File: config.mk
export PLATFORM = sky130hd
export DESIGN_NAME = plb_adc_capture
export DESIGN_NICKNAME = d
export VERILOG_FILES = /design/src/rtl/plb_adc_capture_pkg.sv /design/src/rtl/plb_adc_capture_fifo.sv /design/src/rtl/plb_adc_capture.sv
export SDC_FILE = /design/constraint.sdc
export NUM_CORES = 1
export LEC_CHECK = 0
export CAP_MARGIN = 20
export CORE_ASPECT_RATIO = 0.8
export CORE_MARGIN = 10
export CORE_UTILIZATION = 37
export DETAILED_ROUTE_END_ITERATION = 10
export PLACE_DENSITY = 0.53
export SETUP_SLACK_MARGIN = 0.15
export SKIP_LAST_GASP = 1
export SYNTH_ARGS = -nofsm -noshare
export SYNTH_HDL_FRONTEND = slang
export SYNTH_SLANG_ARGS = --single-unit
File: constraint.sdc
create_clock -name SPLB_Clk -period 3.33 [get_ports SPLB_Clk]
set_input_delay 0.666 -clock SPLB_Clk [delete_from_list [all_inputs] [get_ports SPLB_Clk]]
set_output_delay 0.666 -clock SPLB_Clk [all_outputs]
set_load 0.05 [all_outputs]
File: src/rtl/plb_adc_capture_pkg.sv
// Shared definitions for the PLB ADC capture block.
//   captureStateT : capture state machine encoding (IDLE, PRIME, RUN)
//   clog2         : ceiling log2, usable in parameter/port width expressions
//   DEF_*         : default parameter values for the capture core and FIFO
package plb_adc_capture_pkg;

  typedef enum logic [1:0] {
    IDLE  = 2'd0,
    PRIME = 2'd1,
    RUN   = 2'd2
  } captureStateT;

  localparam int DEF_ADC_WIDTH   = 10;
  localparam int DEF_CLK_DIV     = 4;
  localparam int DEF_ADC_LATENCY = 5;
  localparam int DEF_FIFO_DEPTH  = 16;

  // Ceiling log2; clog2(1) = 0, clog2(16) = 4, clog2(17) = 5.
  function automatic int clog2(input int value);
    int result;
    int rem;
    result = 0;
    rem    = value - 1;
    while (rem > 0) begin
      result++;
      rem = rem >> 1;
    end
    return result;
  endfunction

endpackage

File: src/rtl/plb_adc_capture_fifo.sv
// Synchronous FIFO with registered read data.
//   clk      : clock
//   rstN     : asynchronous active-low reset (pointers and count)
//   clear    : flush; wins over push and pop in the same cycle
//   push     : write pushData (ignored when full unless a pop happens too)
//   pop      : read oldest entry into popData (ignored when empty)
//   popData  : registered read data, updated only on a successful pop
//   full     : occupancy equals DEPTH
//   empty    : occupancy is zero
//   count    : current occupancy, 0..DEPTH
module plb_adc_capture_fifo
  import plb_adc_capture_pkg::*;
#(
  parameter int WIDTH = DEF_ADC_WIDTH,
  parameter int DEPTH = DEF_FIFO_DEPTH
) (
  input  logic                   clk,
  input  logic                   rstN,
  input  logic                   clear,
  input  logic                   push,
  input  logic [WIDTH-1:0]       pushData,
  input  logic                   pop,
  output logic [WIDTH-1:0]       popData,
  output logic                   full,
  output logic                   empty,
  output logic [clog2(DEPTH):0]  count
);

  localparam int AW = clog2(DEPTH);
  localparam logic [AW:0] DEPTH_CNT = (AW + 1)'(DEPTH);

  logic [WIDTH-1:0] mem [DEPTH];
  logic [AW-1:0]    wrPtr;
  logic [AW-1:0]    rdPtr;
  logic [AW:0]      countQ;
  logic             pushOk;
  logic             popOk;

  assign full  = (countQ == DEPTH_CNT);
  assign empty = (countQ == '0);
  assign count = countQ;

  // A pop never sees data pushed in the same cycle (no fall-through).
  // When full, a simultaneous pop frees the slot the push writes into;
  // since wrPtr == rdPtr then, the read below takes the old entry first.
  assign popOk  = pop & ~empty & ~clear;
  assign pushOk = push & ~clear & (~full | popOk);

  always_ff @(posedge clk or negedge rstN) begin
    if (!rstN) begin
      wrPtr  <= '0;
      rdPtr  <= '0;
      countQ <= '0;
    end else if (clear) begin
      wrPtr  <= '0;
      rdPtr  <= '0;
      countQ <= '0;
    end else begin
      if (pushOk) wrPtr <= wrPtr + 1'b1;
      if (popOk)  rdPtr <= rdPtr + 1'b1;
      case ({pushOk, popOk})
        2'b10:   countQ <= countQ + 1'b1;
        2'b01:   countQ <= countQ - 1'b1;
        default: countQ <= countQ;
      endcase
    end
  end

  // Storage and read register carry no reset so they map onto block RAM.
  always_ff @(posedge clk) begin
    if (pushOk) mem[wrPtr] <= pushData;
  end

  always_ff @(posedge clk) begin
    if (popOk) popData <= mem[rdPtr];
  end

endmodule

File: src/rtl/plb_adc_capture.sv
// ADC capture core: conversion clock generation, pipeline-latency priming,
// offset-binary to two's-complement conversion, FIFO buffering and a
// request/acknowledge read port for the PLB slave logic.
//   SPLB_Clk   : single clock
//   SPLB_Rst_n : asynchronous active-low reset
//   Enable     : level, capture running
//   Clear      : pulse, flush FIFO and clear Overflow
//   Format_Sel : 0 = ADC offset binary, 1 = ADC two's complement
//   A_Data     : ADC parallel output
//   A_Clkout   : ADC conversion clock
//   A_PWRDN    : ADC power-down (high in IDLE)
//   Rd_Req     : one-cycle read request
//   Rd_Ack     : one-cycle acknowledge, the cycle after Rd_Req
//   Rd_Valid   : Rd_Data holds a real sample (only with Rd_Ack)
//   Rd_Data    : last read sample, zero after an empty read
//   Fill_Level : FIFO occupancy
//   Overflow   : sticky, a sample was dropped on a full FIFO
//   Capturing  : high in RUN
module plb_adc_capture
  import plb_adc_capture_pkg::*;
#(
  parameter int ADC_WIDTH   = DEF_ADC_WIDTH,
  parameter int CLK_DIV     = DEF_CLK_DIV,
  parameter int ADC_LATENCY = DEF_ADC_LATENCY,
  parameter int FIFO_DEPTH  = DEF_FIFO_DEPTH
) (
  input  logic                       SPLB_Clk,
  input  logic                       SPLB_Rst_n,
  input  logic                       Enable,
  input  logic                       Clear,
  input  logic                       Format_Sel,
  input  logic [ADC_WIDTH-1:0]       A_Data,
  output logic                       A_Clkout,
  output logic                       A_PWRDN,
  input  logic                       Rd_Req,
  output logic                       Rd_Ack,
  output logic                       Rd_Valid,
  output logic [ADC_WIDTH-1:0]       Rd_Data,
  output logic [clog2(FIFO_DEPTH):0] Fill_Level,
  output logic                       Overflow,
  output logic                       Capturing
);

  localparam int DIV_W   = (clog2(CLK_DIV) < 1) ? 1 : clog2(CLK_DIV);
  localparam int PRIME_W = (clog2(ADC_LATENCY + 1) < 1) ? 1 : clog2(ADC_LATENCY + 1);
  localparam logic [DIV_W-1:0]   DIV_LAST   = DIV_W'(CLK_DIV - 1);
  localparam logic [DIV_W-1:0]   DIV_HALF   = DIV_W'(CLK_DIV / 2);
  localparam logic [PRIME_W-1:0] PRIME_LAST = PRIME_W'(ADC_LATENCY - 1);

  captureStateT       stateQ;
  captureStateT       stateNext;
  logic [DIV_W-1:0]   divCnt;
  logic [DIV_W-1:0]   divNext;
  logic [PRIME_W-1:0] primeCnt;
  logic [PRIME_W-1:0] primeNext;
  logic               strobe;
  logic               aClkoutQ;

  logic [ADC_WIDTH-1:0] convData;
  logic                 pushReq;
  logic                 fifoPush;
  logic                 fifoPop;
  logic [ADC_WIDTH-1:0] fifoPopData;
  logic                 fifoFull;
  logic                 fifoEmpty;

  logic rdAckQ;
  logic lastValidQ;
  logic overflowQ;

  // ---------------------------------------------------------------------
  // State machine and conversion-clock divider
  // ---------------------------------------------------------------------
  always_ff @(posedge SPLB_Clk or negedge SPLB_Rst_n) begin
    if (!SPLB_Rst_n) begin
      stateQ   <= IDLE;
      divCnt   <= '0;
      primeCnt <= '0;
      aClkoutQ <= 1'b0;
    end else begin
      stateQ   <= stateNext;
      divCnt   <= divNext;
      primeCnt <= primeNext;
      // High for the first half of each divider period; low while the
      // strobe samples A_Data so the ADC output has settled.
      aClkoutQ <= (stateNext != IDLE) && (divNext < DIV_HALF);
    end
  end

  always_comb begin
    stateNext = stateQ;
    divNext   = divCnt;
    primeNext = primeCnt;
    strobe    = 1'b0;
    case (stateQ)
      IDLE: begin
        divNext   = '0;
        primeNext = '0;
        if (Enable) stateNext = (ADC_LATENCY == 0) ? RUN : PRIME;
      end
      PRIME, RUN: begin
        if (!Enable) begin
          // Dropping Enable abandons any conversion in progress.
          stateNext = IDLE;
          divNext   = '0;
          primeNext = '0;
        end else if (divCnt == DIV_LAST) begin
          divNext = '0;
          strobe  = 1'b1;
          if (stateQ == PRIME) begin
            primeNext = primeCnt + 1'b1;
            if (primeCnt == PRIME_LAST) stateNext = RUN;
          end
        end else begin
          divNext = divCnt + 1'b1;
        end
      end
      default: begin
        stateNext = IDLE;
        divNext   = '0;
        primeNext = '0;
      end
    endcase
  end

  assign A_Clkout  = aClkoutQ;
  assign A_PWRDN   = (stateQ == IDLE);
  assign Capturing = (stateQ == RUN);

  // ---------------------------------------------------------------------
  // Offset binary -> two's complement: flipping the MSB subtracts
  // 2^(ADC_WIDTH-1) modulo 2^ADC_WIDTH.
  // ---------------------------------------------------------------------
  for (genvar gi = 0; gi < ADC_WIDTH; gi++) begin : gConv
    if (gi == ADC_WIDTH - 1) begin : gMsb
      assign convData[gi] = A_Data[gi] ^ ~Format_Sel;
    end else begin : gLow
      assign convData[gi] = A_Data[gi];
    end
  end

  // ---------------------------------------------------------------------
  // Sample buffer
  // ---------------------------------------------------------------------
  assign pushReq  = strobe & (stateQ == RUN);
  assign fifoPush = pushReq & ~Clear;
  assign fifoPop  = Rd_Req & ~Clear;

  plb_adc_capture_fifo #(
    .WIDTH (ADC_WIDTH),
    .DEPTH (FIFO_DEPTH)
  ) uFifo (
    .clk      (SPLB_Clk),
    .rstN     (SPLB_Rst_n),
    .clear    (Clear),
    .push     (fifoPush),
    .pushData (convData),
    .pop      (fifoPop),
    .popData  (fifoPopData),
    .full     (fifoFull),
    .empty    (fifoEmpty),
    .count    (Fill_Level)
  );

  // ---------------------------------------------------------------------
  // Read handshake and overflow flag
  // ---------------------------------------------------------------------
  always_ff @(posedge SPLB_Clk or negedge SPLB_Rst_n) begin
    if (!SPLB_Rst_n) begin
      rdAckQ     <= 1'b0;
      lastValidQ <= 1'b0;
      overflowQ  <= 1'b0;
    end else begin
      rdAckQ <= Rd_Req;
      // Remember whether the latest request popped data; the FIFO read
      // register holds that sample until the next successful pop.
      if (Rd_Req) lastValidQ <= fifoPop & ~fifoEmpty;
      if (Clear) begin
        overflowQ <= 1'b0;
      end else if (fifoPush && fifoFull && !fifoPop) begin
        overflowQ <= 1'b1;
      end
    end
  end

  assign Rd_Ack   = rdAckQ;
  assign Rd_Valid = rdAckQ & lastValidQ;
  assign Rd_Data  = lastValidQ ? fifoPopData : '0;
  assign Overflow = overflowQ;

endmodule

==> summary.txt <==
Setup path
  • CP startpoint kind: register
  • Critical Path End Type: register
  • Data required time of the worst path: 3.68 ns
  • CP cell instances: or4_4, o21ai_1, inv_1, nand2_1, inv_1, ha_1, nand2b_1, a21oi_1, or4_1, a31oi_1
  • Bufs and invs on worst path: 2
  • CP peak stage delay: 0.60 ns
  • Max FO, Critical Path: 6
  • Critical Setup Path Class: reg -> reg
  • Worst path slowest cell: or4_4
  • Worst path most repeated cell: inv_1
  • Delay-heaviest family, CP: simple AND/OR/NAND/NOR gates
  • Data arrival time of the worst path: 3.28 ns

Routing
  • Detailed Routing Iterations Pass 1: 5
  • Via Count: between 4000 and 5000
  • Final WL: 17000 um
  • Vias per inst: 5.19
  • Starting DRC count in detailed routing: roughly 270
  • DR WL/cell: slightly above 20 um
  • Antenna Nets Post-Route: 0
  • Drt drc: 0

Yosys
  • Sequential area share after synthesis: 0.710
  • Synthesized Nets: 510
  • Synth Cell Area: 0.00804 mm2
  • Async S/R FF share, synth: 0.124
  • Yosys warns: 0
  • Avg Cell Area, Syn: 16.8 um2
  • Synthesis-stage register bit count: just under 200
  • Post-synth EDFFs: 170
  • Most used DFF post-synth: edfxtp_1
  • Synth cell types: 42
  • Cells after synthesis: 478

Power
  • Total power: 0.00631 W
  • Peak VDD IR: 0.300 mV
  • Leak: 3.23 nW
  • PwrDens: 667 mW/mm2

Global route
  • Grt total ovfl: 0
  • Largest net degree at the start of global routing: 26
  • Total global routing track utilization: 0.125
  • First-pass GRT wire length: 26600 um
  • Initial antenna violation count: 0
  • Number of global-route vias before repair: 4477

Final layout
  • Finished Cell Area: 0.00946 mm2
  • Area grow syn2layout: 17.7%
  • Layout cells sized above 1: 0.156
  • Final net count: 570
  • Ant diodes: 0
  • Most common cell after layout, fill and taps aside: edfxtp_1
  • Most frequent cells in the layout: edfxtp_1 (170), mux2i_1 (43), clkdlybuf4s50_1 (36)

Clock tree
  • Post-CTS setup buffers: 0
  • Clk sinks: 194
  • CTS buffer count: 17
  • CTS Hold Bufs: 0
  • Longest Clk Path Bufs: 2
  • CTS tree: done
  • Clock slew at reported path FFs: 0.07 ns
  • CTS HTree Levels: 4
  • Worst skew pair latency: 0.43 ns
  • Root buffer cell: clkbuf_16
  • CTS resizes: 0

Die
  • Num rows: 48
  • Die W: between 150 and 200 um
  • Die H: 152 um
  • Ports: 37
  • CORE AREA: 0.0215 mm2
  • Starting Density: 0.374
  • Die ar.: ~0.028 mm2

Place
  • Place WS: 0.271 ns
  • Placed Area: 0.00887 mm2
  • Gp weighted congestion: 0.756
  • Port bufs: 36
  • DP HPWL: around 11000 um

STA
  • Final worst slack: 0.404 ns
  • Worst Tran Pin Value: 0.718 ns
  • Max-slew headroom: 0.520
  • FMAX: 342 MHz
  • Slew Limit Fails: 0
  • Final period util: 0.879
  • Post-Route Setup TNS: 0 ns
  • Final hold violations: 0
  • RSZ-0062 raised after global routing: false
  • Skew final: 0.00823 ns
  • Final min period: 2.93 ns
  • Final setup vio count: 0

Min path
  • HP Class: reg -> reg

Outcome
  • Status: completed

Run
  • Max-cap violations: 0
## cell usage after synthesis (2+ instances only)
| master | n | area share |
|---|---|---|
| edfxtp_1 | 170 | 0.63 |
| inv_1 | 17 | 0.0079 |
| a31oi_1 | 3 | 0.0023 |
| a21o_1 | 2 | 0.0019 |
| nand3b_1 | 4 | 0.0037 |
| nor2b_1 | 5 | 0.0039 |
| clkbuf_1 | 13 | 0.0061 |
| nand3_1 | 4 | 0.0025 |
| a21oi_1 | 5 | 0.0031 |
| nand2_1 | 19 | 0.0089 |
| mux2_4 | 3 | 0.0056 |
| nor2_1 | 20 | 0.0093 |
| buf_2 | 8 | 0.0050 |
| nand4_1 | 2 | 0.0016 |
| nand2b_1 | 2 | 0.0016 |
| o211ai_1 | 3 | 0.0028 |
| o21ai_0 | 13 | 0.0081 |
| dfrtp_1 | 24 | 0.075 |
| xnor2_1 | 7 | 0.0076 |
| ha_1 | 15 | 0.023 |
| mux4_2 | 20 | 0.056 |
| and3_1 | 2 | 0.0016 |
| xor2_1 | 3 | 0.0033 |
| a22oi_1 | 10 | 0.0093 |
| mux2i_1 | 43 | 0.054 |
| a211oi_1 | 3 | 0.0028 |
| a221oi_1 | 20 | 0.022 |
| and2_1 | 24 | 0.019 |
## sequential cells by signal, indices dropped and copies added (netlist names)
register / cells
divCnt: 2
A_Clkout: 1
lastValidQ: 1
uFifo.rdPtr: 4
stateQ: 2
uFifo.count: 5
Overflow: 1
uFifo.wrPtr: 4
primeCnt: 3
uFifo.popData: 10
Rd_Ack: 1
uFifo.mem: 160
## logic make-up after synthesis
group                      Yosys count  synth area share
xor gates and xnor gates            10            0.0109
adders and majority gates           16            0.0258
muxes                               66             0.115
AOI/OAI and AO/OA                   65            0.0602
and+or+nand+nor                     89            0.0593
buffers and inverters               38            0.0190
DFF                                194             0.710
## final timing paths
kind                                 from             end  slack, ns  depth (start not counted)
min                             divCnt[0]       divCnt[0]       0.43                          1
min reg2reg                     divCnt[0]       divCnt[0]       0.43                          1
max                        uFifo.count[1]  uFifo.count[4]       0.40                         10
max reg2reg                uFifo.count[1]  uFifo.count[4]       0.40                         10
min in group asynchronous      SPLB_Rst_n        A_Clkout       0.66                          1
max in group asynchronous      SPLB_Rst_n          Rd_Ack       1.95                          3
## where the power goes
group	switching [W]	leakage (nW)	internal, W	total [W]
clock	0.000975	0.284	0.00107	0.00205
sequential	0.000141	1.85	0.00274	0.00288
combinational	0.000766	1.10	0.000612	0.00138
total	0.00188	3.23	0.00443	0.00631
## area by class of cell
class / instances / area (um2)
clock inverters: 15 / 170
flip-flops and latches: 194 / 5710
inverters: 17 / 63.8
repair buffers: 62 / 568
clock buffers: 17 / 425
well taps: 275 / 344
multi-input cells: 246 / 2180
fillers: 1901 / 12000
## through the flow
step,instances,util,hold slack (ns)
global route,826,0.440,0.490
global placement,794,0.412,0.419
detailed placement,794,0.412,0.424
CTS,826,0.440,0.433
floorplan,478,-,0.370
finish,826,0.440,0.434
## layer usage
metal	up-vias	routed length, um	global-route usage
met2	68	7640	0.182
met1	2214	8620	0.181
met3	11	604	0.0291
li1	1995	-	-
met4	0	166	0.0340
met5	-	0	0
Note: power is estimated with default switching activity, not from simulation.
